===== config.mk =====
export PLATFORM = sky130hd
export DESIGN_NAME = load_return_unit_flat
export DESIGN_NICKNAME = d
export VERILOG_FILES = /design/src/rtl/load_return_unit_pkg.sv /design/src/rtl/load_return_unit_if.sv /design/src/rtl/load_return_unit_extend.sv /design/src/rtl/load_return_unit.sv /design/src/flat_wrapper.sv
export SDC_FILE = /design/constraint.sdc
export NUM_CORES = 1
export LEC_CHECK = 0
export CAP_MARGIN = 30
export CORE_UTILIZATION = 45
export CTS_CLUSTER_DIAMETER = 120
export CTS_CLUSTER_SIZE = 14
export DETAILED_ROUTE_END_ITERATION = 8
export GPL_TIMING_DRIVEN = 0
export PLACE_DENSITY = 0.86
export SYNTH_ARGS = -nofsm -noshare
export SYNTH_HDL_FRONTEND = slang
export SYNTH_SLANG_ARGS = --single-unit

===== constraint.sdc =====
create_clock -name clk -period 4.11 [get_ports clk]
set_input_delay 0.6165 -clock clk [delete_from_list [all_inputs] [get_ports clk]]
set_output_delay 0.6165 -clock clk [all_outputs]
set_load 0.01 [all_outputs]

===== src/rtl/load_return_unit_pkg.sv =====
// Shared types for the memory-stage load engine: size encodings and the
// per-entry record kept for every outstanding load.
package load_pkg;

    localparam int DEPTH_DEFAULT = 2;

    typedef enum logic [1:0] {
        SZ_BYTE = 2'd0,
        SZ_HALF = 2'd1,
        SZ_WORD = 2'd2,
        SZ_RSVD = 2'd3
    } size_e;

    typedef struct packed {
        logic [4:0] dest;
        logic [1:0] off;
        size_e      size;
        logic       sgn;
        logic       killed;
    } load_entry_t;

endpackage


===== src/rtl/load_return_unit_if.sv =====
// Load-engine signal bundle: pipe3 request, data-memory bus, write-back and
// the pending-destination view used by the pipe2 hazard logic.
interface load_return_unit_if #(
    parameter int DEPTH = 2
);
    logic                 ld_valid;
    logic                 ld_ready;
    logic [31:0]          ld_addr;
    logic [1:0]           ld_size;
    logic                 ld_signed;
    logic [4:0]           ld_dest;
    logic                 flush;

    logic                 data_req;
    logic [31:0]          data_addr;
    logic [1:0]           data_size;
    logic                 data_addr_ok;
    logic [31:0]          data_rdata;
    logic                 data_data_ok;

    logic                 wb_valid;
    logic [4:0]           wb_dest;
    logic [31:0]          wb_data;

    logic [DEPTH-1:0]     pend_valid;
    logic [5*DEPTH-1:0]   pend_dest;
    logic                 busy;

    // master: the surrounding pipeline and memory bus
    modport master (
        output ld_valid, ld_addr, ld_size, ld_signed, ld_dest, flush,
        output data_addr_ok, data_rdata, data_data_ok,
        input  ld_ready, data_req, data_addr, data_size,
        input  wb_valid, wb_dest, wb_data, pend_valid, pend_dest, busy
    );

    // slave: the load engine itself
    modport slave (
        input  ld_valid, ld_addr, ld_size, ld_signed, ld_dest, flush,
        input  data_addr_ok, data_rdata, data_data_ok,
        output ld_ready, data_req, data_addr, data_size,
        output wb_valid, wb_dest, wb_data, pend_valid, pend_dest, busy
    );

endinterface


===== src/rtl/load_return_unit_extend.sv =====
// Combinational lane select and sign/zero extension of a returned data word.
module load_extend
    import load_pkg::*;
(
    input  logic [31:0] rdata,
    input  logic [1:0]  off,
    input  size_e       size,
    input  logic        sgn,
    output logic [31:0] data
);

    logic [7:0]  byte_lane;
    logic [15:0] half_lane;

    always_comb begin
        byte_lane = rdata[7:0];
        case (off)
            2'd0:    byte_lane = rdata[7:0];
            2'd1:    byte_lane = rdata[15:8];
            2'd2:    byte_lane = rdata[23:16];
            default: byte_lane = rdata[31:24];
        endcase
        half_lane = off[1] ? rdata[31:16] : rdata[15:0];

        // reserved size falls through as a word; it never reaches here legally
        case (size)
            SZ_BYTE: data = {{24{sgn & byte_lane[7]}}, byte_lane};
            SZ_HALF: data = {{16{sgn & half_lane[15]}}, half_lane};
            default: data = rdata;
        endcase
    end

endmodule


===== src/rtl/load_return_unit.sv =====
// In-order load engine: queues bus requests, kills them on flush, and
// registers the aligned write-back when each beat returns.
module load_return_unit
    import load_pkg::*;
#(
    parameter int DEPTH = DEPTH_DEFAULT
) (
    input  logic                clk,
    input  logic                resetn,
    load_return_unit_if.slave   bus
);

    localparam int AW = $clog2(DEPTH);

    logic [AW:0]       head;
    logic [AW:0]       tail;
    logic [AW-1:0]     head_idx;
    logic [AW-1:0]     tail_idx;
    logic [DEPTH-1:0]  occ;
    load_entry_t       q [DEPTH];
    load_entry_t       head_e;
    logic              full;
    logic              empty;
    logic              push;
    logic              pop;
    logic              wb_valid_q;
    logic [4:0]        wb_dest_q;
    logic [31:0]       wb_data_q;
    logic [31:0]       ext_data;

    assign head_idx = head[AW-1:0];
    assign tail_idx = tail[AW-1:0];
    assign full     = (head_idx == tail_idx) && (head[AW] != tail[AW]);
    assign empty    = (head == tail);
    assign head_e   = q[head_idx];

    assign bus.data_req  = bus.ld_valid & ~full & ~bus.flush;
    assign bus.ld_ready  = bus.data_req & bus.data_addr_ok;
    assign bus.data_addr = {bus.ld_addr[31:2], 2'b00};
    assign bus.data_size = bus.ld_size;

    assign push = bus.ld_ready;
    // beats with nothing outstanding are dropped, see the assertion below
    assign pop  = bus.data_data_ok & ~empty;

    load_extend u_extend (
        .rdata (bus.data_rdata),
        .off   (head_e.off),
        .size  (head_e.size),
        .sgn   (head_e.sgn),
        .data  (ext_data)
    );

    always_ff @(posedge clk or negedge resetn) begin
        if (!resetn) begin
            head       <= '0;
            tail       <= '0;
            occ        <= '0;
            wb_valid_q <= 1'b0;
            wb_dest_q  <= '0;
            wb_data_q  <= '0;
            for (int i = 0; i < DEPTH; i++) begin
                q[i] <= '0;
            end
        end else begin
            if (push) begin
                q[tail_idx] <= '{dest:   bus.ld_dest,
                                 off:    bus.ld_addr[1:0],
                                 size:   size_e'(bus.ld_size),
                                 sgn:    bus.ld_signed,
                                 killed: 1'b0};
                occ[tail_idx] <= 1'b1;
                tail          <= tail + 1'b1;
            end
            if (pop) begin
                occ[head_idx] <= 1'b0;
                head          <= head + 1'b1;
            end
            // flush and push are exclusive, so kill never races a fresh entry
            if (bus.flush) begin
                for (int i = 0; i < DEPTH; i++) begin
                    if (occ[i]) begin
                        q[i].killed <= 1'b1;
                    end
                end
            end
            wb_valid_q <= pop & ~head_e.killed & ~bus.flush;
            if (pop && !head_e.killed && !bus.flush) begin
                wb_dest_q <= head_e.dest;
                wb_data_q <= ext_data;
            end
        end
    end

    always_comb begin
        bus.pend_valid = '0;
        bus.pend_dest  = '0;
        for (int i = 0; i < DEPTH; i++) begin
            bus.pend_valid[i]      = occ[i] & ~q[i].killed;
            bus.pend_dest[5*i +: 5] = q[i].dest;
        end
    end

    assign bus.busy     = ~empty;
    assign bus.wb_valid = wb_valid_q;
    assign bus.wb_dest  = wb_dest_q;
    assign bus.wb_data  = wb_data_q;

    stray_data_ok : assert property (@(posedge clk) disable iff (!resetn)
        !(bus.data_data_ok && empty));

endmodule


===== src/flat_wrapper.sv =====
// flat-port wrapper written by rule: the top's interface ports become plain ports
module load_return_unit_flat import load_pkg::*;
#(
    parameter int DEPTH = DEPTH_DEFAULT
)
  (clk, resetn, bus_ld_valid, bus_ld_addr, bus_ld_size, bus_ld_signed, bus_ld_dest, bus_flush, bus_data_addr_ok, bus_data_rdata, bus_data_data_ok, bus_ld_ready, bus_data_req, bus_data_addr, bus_data_size, bus_wb_valid, bus_wb_dest, bus_wb_data, bus_pend_valid, bus_pend_dest, bus_busy);
  load_return_unit_if #(.DEPTH(DEPTH)) bus_i ();
  input  logic clk;
  input  logic resetn;
  input wire logic [$bits(bus_i.ld_valid)-1:0] bus_ld_valid;
  input wire logic [$bits(bus_i.ld_addr)-1:0] bus_ld_addr;
  input wire logic [$bits(bus_i.ld_size)-1:0] bus_ld_size;
  input wire logic [$bits(bus_i.ld_signed)-1:0] bus_ld_signed;
  input wire logic [$bits(bus_i.ld_dest)-1:0] bus_ld_dest;
  input wire logic [$bits(bus_i.flush)-1:0] bus_flush;
  input wire logic [$bits(bus_i.data_addr_ok)-1:0] bus_data_addr_ok;
  input wire logic [$bits(bus_i.data_rdata)-1:0] bus_data_rdata;
  input wire logic [$bits(bus_i.data_data_ok)-1:0] bus_data_data_ok;
  output wire logic [$bits(bus_i.ld_ready)-1:0] bus_ld_ready;
  output wire logic [$bits(bus_i.data_req)-1:0] bus_data_req;
  output wire logic [$bits(bus_i.data_addr)-1:0] bus_data_addr;
  output wire logic [$bits(bus_i.data_size)-1:0] bus_data_size;
  output wire logic [$bits(bus_i.wb_valid)-1:0] bus_wb_valid;
  output wire logic [$bits(bus_i.wb_dest)-1:0] bus_wb_dest;
  output wire logic [$bits(bus_i.wb_data)-1:0] bus_wb_data;
  output wire logic [$bits(bus_i.pend_valid)-1:0] bus_pend_valid;
  output wire logic [$bits(bus_i.pend_dest)-1:0] bus_pend_dest;
  output wire logic [$bits(bus_i.busy)-1:0] bus_busy;
  assign bus_i.ld_valid = bus_ld_valid;
  assign bus_i.ld_addr = bus_ld_addr;
  assign bus_i.ld_size = bus_ld_size;
  assign bus_i.ld_signed = bus_ld_signed;
  assign bus_i.ld_dest = bus_ld_dest;
  assign bus_i.flush = bus_flush;
  assign bus_i.data_addr_ok = bus_data_addr_ok;
  assign bus_i.data_rdata = bus_data_rdata;
  assign bus_i.data_data_ok = bus_data_data_ok;
  assign bus_ld_ready = bus_i.ld_ready;
  assign bus_data_req = bus_i.data_req;
  assign bus_data_addr = bus_i.data_addr;
  assign bus_data_size = bus_i.data_size;
  assign bus_wb_valid = bus_i.wb_valid;
  assign bus_wb_dest = bus_i.wb_dest;
  assign bus_wb_data = bus_i.wb_data;
  assign bus_pend_valid = bus_i.pend_valid;
  assign bus_pend_dest = bus_i.pend_dest;
  assign bus_busy = bus_i.busy;
  load_return_unit #(.DEPTH(DEPTH)) u_core (.clk(clk), .resetn(resetn), .bus(bus_i));
endmodule

==> results of run 1 <==
-- critical path, cell delays in order --
cell and delay, ps:
clkdlybuf4s50_1 510, nand2b_1 200, a21oi_1 170, and2_1 290
clkdlybuf4s50_1 580
-- synth_stat cells (2+ instances only) --
cell and instances:
o22a_1 18, nand2_1 44, buf_4 47, buf_1 2
xor2_1 2, a32oi_1 2, xnor2_1 4, mux2i_1 17
nor2_1 24, dfrtp_1 66, and2_1 2, a22oi_1 2
clkbuf_1 5, nor2b_1 4, nand3_1 2, a22o_1 2
inv_1 4, o21a_1 6, a21oi_1 16, nor3_1 2
a31oi_1 2, mux2_2 21, nand2b_1 6, o21ai_0 10
buf_2 7, o21ai_1 6, o221a_2 6, o22ai_1 6
-- stage by stage --
stage,std cells,power [µW]
2_1_floorplan,357,2470
3_3_place_gp,591,3280
5_1_grt,608,4220
6_report,608,3980
3_5_place_dp,592,3370
4_1_cts,608,3990
-- cells by family (layout without fill, tap and decap cells) --
kind of cell,Yosys count,count (layout),share of synthesized area [%]
compound gates,86,86,17.4
xor+xnor,7,7,1.89
buf+inv,65,214,11.8
flops,66,66,45.4
mux,40,40,12.2
other cells,1,2,0.103
simple gates,91,91,11.1
-- registers in the layout, summed over array words and instances, names as in the netlist --
name and cells:
u_core.q 12, u_core.head 2, u_core.occ 2, u_core.bus.wb_dest 5, u_core.bus.wb_valid 1, u_core.bus.wb_data 32, u_core.bus.pend_dest 10, u_core.tail 2
-- per-layer routing --
layer	vias to the layer above	part of all wire [%]
met5	-	0
li1	1511	-
met4	0	2.8
met2	139	49
met3	29	6.6
met1	1574	41
-- report_power, final --
part	internal, µW	total, µW	leakage (µW)	switching, µW
logic	1170	2140	0.00136	977
clock network	346	609	0.000106	262
registers	981	1230	0.000773	250
total	2500	3980	0.00224	1490
-- final cells by class --
class / instances / area, µm² / share of cell area (%)
repair buffers: 133 / 1340 / 25.1
multi-input cells: 226 / 1560 / 29.3
inverters: 4 / 15.0 / 0.282
clock buffers: 9 / 124 / 2.32
clock inverters: 7 / 101 / 1.90
well taps: 102 / 128 / 2.39
flip-flops and latches: 66 / 1650 / 31.0
plain buffers: 61 / 414 / 7.77
-- path summary, 6_finish.rpt --
path                                             start                     end  slack [ps]
worst max-delay path                         bus_flush            bus_ld_ready        1120
worst min-delay path                            resetn  u_core.bus.wb_data[16]         260
worst max register to register          u_core.head[0]   u_core.bus.wb_data[7]        1610
worst min register to register  u_core.bus.wb_data[24]  u_core.bus.wb_data[24]         510
max in group asynchronous                       resetn     u_core.bus.wb_valid        3220
min in group clk                u_core.bus.wb_data[24]  u_core.bus.wb_data[24]         510
==> results.cfg, run 1 <==
[outcome]
status = finished, final reports clean

[synthesis]
yosysWarnings = 0
syn_area_um2 = 3640
ys_ff_latch = 66
async_flop_share_pct = 100
synth_seq_area_share_pct = 45.4
yosys.area.top_type_share_pct = 45.4
synth_edf_count = 0
syn_inst = 356
ys.flop_type = dfrtp_1
synthDistinctLibCells = 49
syn_area_per_cell_um2 = 10.2
yosys.area.top_type = dfrtp_1
synth_area_leaders = dfrtp_1 (45%), buf_4 (9.7%), mux2_2 (6.5%)

[pwr]
powerDensity_nw_per_um2 = 748
ir_worst_vdd_mv = 0.344
p_leak_uw = 0.00224

[global_route]
globalRouteMet2Util_pct = 39.1
met1_usage_pct = 29.2
grt_pass1_wl_mm = 15.5
first_global_vias = 3171
busiest_layer = met2
antenna_found_initial = 0
track_usage_pct = 23.7
grt_max_degree = 42
met3_usage_pct = 5.14
grt_overflow = 0

[sta]
fin_tns_setup_ps = 0
slew_headroom_pct = 44.9
setup_viol = 0
max_freq_mhz = 335
hold-worst-slack_ps = 265
hold_viol_final = 0
worst_slack_ps = 1120
min_period_over_period_pct = 72.7
worstMarginPinSlew_ps = 803
slew_viol_final = 0
min_period_ps = 2990
skew_ps = 9.18
rsz0062_at_grt = false

[job]
cap_violations = 0

[worst_setup_path]
cp-end-kind = primary output
cp_max_fo = 4
worstPathArrival_ps = 2370
start_kind = input port
critical_path_required_ps = 3490
r2r_cells = 6
path_class = input port to primary output

[clocking]
clk_latency_ps = 350
cts_buffer_depth = 2
cts_buffers = 9
root_buffer = clkbuf_8
cts_resized = 0
cts.sinks = 66
cts_hold_buf = 0
cts_setup_buffers = 0
path_clk_slew_ps = 70
cts-htree-levels = 3
cts_tree = done

[layout]
final_cell_mix = clkdlybuf4s50_1 (131), dfrtp_1 (66), buf_4 (47), nand2_1 (44), nor2_1 (24)
fin_util_pct = 68.6
final_area_um2 = 5330
final_common_cell = clkdlybuf4s50_1
diodes = 0
finish.net_count = 579
area_delta_synth_final_pct = 46.6
drive_gt1_share_pct = 20.9
fillCellCount = 597

[routing]
vias = 3253
vias_per_cell = 5.35
ant_nets = 0
wl_per_cell_um = 16.0
drt-pass1-iter-count = 4
drt-initial-drc-count = 251
totalWireLength_mm = 9.75
drc = 0

[min_path]
hold_path_class = input port to async pin

[die]
core.rowCount = 32
start_util_pct = 46.8
chipHeight_um = 91.9
die_w_um = 91.9
ios = 165
die_area_um2 = 8440
core_um2 = 7770

[placement]
gp_congestion = 0.872
place_area_um2 = 5100
dpl_worst_slack_ps = 1150
io_buffers = 132
dp_hpwl_mm = 7.47
Power figures use the tool's default switching activity.
==> run 2: changes to the inputs <==
Settings changed: CORE_UTILIZATION 45 to 42, PLACE_DENSITY 0.86 to 0.81.
Clock period 4.11 ns to 3 ns, I/O delays scaled along.
==> run 2 against run 1 <==
  * Clock skew shrank 0.80 ps
  * Utilization shrank 4.3 points
  * Via count shrank 2.6%
  * Sequential power grew 36%
  * Global-route usage shrank 1.9 points
  * Power grew 39%
  * Worst setup slack lost 700 ps
  * Combinational power grew 37%
  * Clock power grew 53%
  * Flip-flop and latch count is the same
  * First-iteration DRC count shrank 23%
  * Worst hold slack lost 87 ps
  * Critical endpoint unchanged
  * Largest cell class unchanged
==> results.cfg, run 2 (synthesis results as in run 1) <==
[sta]
worstMarginPinSlew_ps = 891
slew_headroom_pct = 38.9
min_period_over_period_pct = 85.8
max_freq_mhz = 389
worst_slack_ps = 427
slew_viol_final = 0
rsz0062_at_grt = false
skew_ps = 8.38
hold-worst-slack_ps = 178
setup_viol = 0
min_period_ps = 2570
hold_viol_final = 0

[layout]
drive_gt1_share_pct = 20.8
finish.net_count = 578
final_cell_mix = clkdlybuf4s50_1 (131), dfrtp_1 (66), buf_4 (48), nand2_1 (44), nor2_1 (24)
fillCellCount = 689
final_common_cell = clkdlybuf4s50_1
diodes = 0
final_area_um2 = 5340
area_delta_synth_final_pct = 46.8
layoutNonFillerInstCount = 610
largest_reg_flops = 32

[die]
ios = 165
core.rowCount = 33
die_area_um2 = 9030
chipHeight_um = 95.0
core_um2 = 8300
die_w_um = 95.0
start_util_pct = 43.8

[clocking]
path_clk_slew_ps = 80
clk_latency_ps = 350
cts_setup_buffers = 0
cts_tree = done
root_buffer = clkbuf_8
cts-htree-levels = 3
cts_resized = 0
cts_buffers = 9
cts.sinks = 66
cts_buffer_depth = 2
cts_hold_buf = 0

[worst_setup_path]
crit_slowest_cell = clkdlybuf4s50_1
start_kind = flop
cp_cell_sequence = buf_4, xnor2_2, a21oi_1, and2_1, clkdlybuf4s50_1
path_class = flop to primary output
cp_max_fo = 10
rr_startpoint = u_core.head[0]
worstPathArrival_ps = 2120
critical_path_required_ps = 2550
cp-end-kind = primary output
crit_path_max_incr_delay_ps = 560
startpoint = u_core.head[0]

[outcome]
status = finished, final reports clean

[placement]
gp_congestion = 0.829
place_area_um2 = 5090
io_buffers = 132
dp_hpwl_mm = 7.03
dpl_worst_slack_ps = 328
dp.cells = 594

[routing]
totalWireLength_mm = 9.55
vias_per_cell = 5.20
wl_per_cell_um = 15.7
drc = 0
drt-pass1-iter-count = 4
ant_nets = 0
vias = 3170
drt-initial-drc-count = 193

[pwr]
p_total_uw = 5530
powerDensity_nw_per_um2 = 1040
p_leak_uw = 0.00225
ir_worst_vdd_mv = 0.642

[min_path]
hold_path_class = input port to async pin

[job]
cap_violations = 0

[global_route]
grt_max_degree = 67
antenna_found_initial = 0
track_usage_pct = 21.8
grt_overflow = 0
first_global_vias = 3133
grt_pass1_wl_mm = 14.9
[run 2: changes by cell type in the layout (fill, tap and decap cells not counted)]
cell | previous run | this run
clkinv_4 | 1 | 2
bufinv_16 | 2 | 3
buf_2 | 8 | 7
buf_4 | 47 | 48
buf_12 | 1 | 0
clkinvlp_4 | 2 | 0
[run 2: path summary, 6_finish.rpt]
kind / depth (start not counted) / slack [ps] / endpoint
max reg2reg: 6 / 440 / u_core.bus.wb_data[7]
min: 1 / 180 / u_core.tail[1]
min in group clk: 1 / 510 / u_core.bus.wb_data[23]
max: 5 / 430 / bus_ld_ready
max in group asynchronous: 1 / 2240 / u_core.bus.wb_data[22]
min reg2reg: 1 / 510 / u_core.bus.wb_data[23]
[run 2: metal layers]
layer  vias to the layer above  track usage, %  part of all wire, %
met3                         9            7.74                   11
met1                      1493            25.2                   40
li1                       1499               -                    -
met2                       169            38.4                   48
met4                         0            5.30                 0.74
met5                         -               0                    0
[run 2: where the power goes]
part	internal, µW	switching (µW)	leakage, µW	total, µW
combinational	1600	1330	0.00136	2930
clock	560	371	0.000124	932
sequential	1340	329	0.000773	1670
[run 2: critical path, delay by kind of cell (launching register included)]
family	cells	cell delay, ps
buf+inv	2	760
flops	1	420
simple gates	1	220
compound gates	1	190
xor+xnor	1	180
[run 2: final cells by class]
class,count,area [µm²],area share (%)
clock buffers,9,124,2.32
plain buffers,61,414,7.76
well taps,105,131,2.46
flip-flops and latches,66,1650,30.9
repair buffers,132,1320,24.7
clock inverters,7,125,2.34
multi-input cells,226,1560,29.2
inverters,4,15.0,0.281
[run 2: metrics by stage]
step / setup TNS, ps / utilization, %
2_1_floorplan: 0 / -
3_5_place_dp: 0 / 61.3
6_report: 0 / 64.3
3_3_place_gp: -42390 / 61.4
5_1_grt: 0 / 64.3
4_1_cts: 0 / 64.3
==> run 3: changes to the inputs <==
Settings changed: CORE_UTILIZATION 42 to 25, PLACE_DENSITY 0.81 to not set, RECOVER_POWER set to 50.
==> run 3 against run 2 <==
  * Largest power group unchanged
  * Via count up 0.16%
  * Utilization is 25 points lower
  * Die area is 66% higher
  * Critical path depth did not move
  * Combinational power fell by 1%
  * Worst setup slack got worse by 76 ps
  * First-iteration DRC count fell by 18%
  * Final cell count up 12%
  * The run now ends with capacitance limit, slew limit left
  * Clock skew is 2.9 ps lower
  * Sequential power hardly changed
  * Non-clock buffer count unchanged
==> results.cfg, run 3 (synthesis results as in run 1) <==
[outcome]
status = finished with violations
violations = capacitance limit, slew limit

[min_path]
hold_path_class = flop to flop
hold_path_startpoint = u_core.bus.wb_data[16]
worstHoldEndpoint = u_core.bus.wb_data[16]
holdPathStages = 1

[layout]
area_delta_synth_final_pct = 50.7
largest_reg_flops = 32
drive_gt1_share_pct = 20.4
final_cell_mix = clkdlybuf4s50_1 (91), dfrtp_1 (66), buf_4 (47), nand2_1 (44), dlygate4sd3_1 (40)
diodes = 0
finish.net_count = 578
final_common_cell = clkdlybuf4s50_1
layoutNonFillerInstCount = 685

[global_route]
grt_max_degree = 67
first_global_vias = 3153
grt_pass1_wl_mm = 15.9
grt_overflow = 0
antenna_found_initial = 0
track_usage_pct = 14.0

[clocking]
cts_buffers = 9
cts_setup_buffers = 0
root_buffer = clkbuf_16
cts_hold_buf = 0
path_clk_slew_ps = 50
cts_buffer_depth = 2
cts_tree = done
cts_resized = 0
clk_latency_ps = 320
cts.sinks = 66
cts-htree-levels = 3

[die]
core.rowCount = 43
ios = 165
start_util_pct = 25.9
die_area_um2 = 15000
core_um2 = 14000
chipHeight_um = 123
die_w_um = 123

[worst_setup_path]
critical_path_required_ps = 2550
worstPathArrival_ps = 2200
path_class = flop to primary output
r2r_cells = 7
rr_startpoint = u_core.head[0]
crit_path_max_incr_delay_ps = 490
critPathTopFamily = buffers and inverters
r2r_end = u_core.bus.wb_data[0]
cp_max_fo = 10
crit_slowest_cell = clkdlybuf4s50_1
rrSetupSlack_ps = 450
start_kind = flop
worstPathBufferInverterCount = 2
cp_cell_sequence = buf_4, xnor2_1, a21oi_1, and2_1, clkdlybuf4s50_1
cp-end-kind = primary output

[placement]
dp.cells = 669
io_buffers = 132
dp_hpwl_mm = 7.80
gp_congestion = 0.807

[routing]
drt-pass1-iter-count = 4
vias = 3175
vias_per_cell = 4.64
totalWireLength_mm = 10.4
drc = 0
ant_nets = 0
drt-initial-drc-count = 158
wl_per_cell_um = 15.2

[sta]
setup_viol = 0
slew_viol_final = 67
rsz0062_at_grt = false
min_period_over_period_pct = 88.3
max_freq_mhz = 378
hold-worst-slack_ps = 499
skew_ps = 5.46
slew_headroom_pct = -10.7
hold_viol_final = 0
worstMarginPinSlew_ps = 1660
min_period_ps = 2650

[pwr]
power_frac_seq_pct = 29.8
intPower_uw = 3590
p_sw_share_pct = 36.1
power.switching_uw = 2030
ir_worst_vdd_mv = 0.524
powerDensity_nw_per_um2 = 1030
comb_power_share_pct = 51.5
clkPwrFrac_pct = 18.7
p_leak_uw = 0.00228

[job]
cap_violations = 1
-- run 3: power by group through the flow --
stage               clock, µW  combinational (µW)  sequential, µW
floorplan                   0                1640            1740
global placement            0                2910            1670
detailed placement          0                2950            1690
CTS                      1090                2970            1680
global route             1120                3150            1730
finish                   1050                2890            1670
-- run 3: worst max path at each step --
stage,startpoint,to,cells after the start,slack (ps)
floorplan,u_core.head[0],u_core.bus.pend_dest[6],7,950
global placement,resetn,u_core.bus.pend_dest[8],1,-720
detailed placement,bus_data_rdata[7],u_core.bus.wb_data[22],7,290
CTS,u_core.head[0],bus_ld_ready,5,380
global route,u_core.head[0],u_core.bus.wb_data[7],6,90
finish,u_core.head[0],bus_ld_ready,5,350
-- run 3: layout make-up --
class | count | area [µm²]
multi-input cells | 226 | 1550
well taps | 180 | 225
clock buffers | 11 | 253
inverters | 4 | 15.0
plain buffers | 61 | 413
flip-flops and latches | 66 | 1650
clock inverters | 5 | 52.6
repair buffers | 132 | 1320
fillers | 1374 | 8560
-- run 3: metal layers --
layer | share of wire (%) | global-route usage [%] | up-vias | routed length, µm
met5 | 0 | 0 | - | 0
li1 | - | - | 1502 | -
met2 | 46 | 23.0 | 145 | 4770
met1 | 45 | 17.1 | 1522 | 4670
met4 | 0.74 | 5.11 | 0 | 77
met3 | 8.4 | 4.74 | 6 | 873
-- run 3: through the flow --
step / area [µm²] / setup TNS, ps / util (%) / total power, µW / worst slack (ps)
5_1_grt: 5480 / 0 / 39.0 / 6000 / 89.7
4_1_cts: 5490 / 0 / 39.1 / 5740 / 381
3_5_place_dp: 5180 / 0 / 36.9 / 4640 / 294
6_report: 5480 / 0 / 39.0 / 5610 / 351
3_3_place_gp: 5190 / -47230 / 36.9 / 4580 / -721
2_1_floorplan: 3640 / 0 / - / 3380 / 954
-- run 3: worst register-to-register path, delay by kind of cell (launching register included) --
family	cells	cell delay, ps
buf+inv	3	1120
compound gates	4	900
flops	1	410
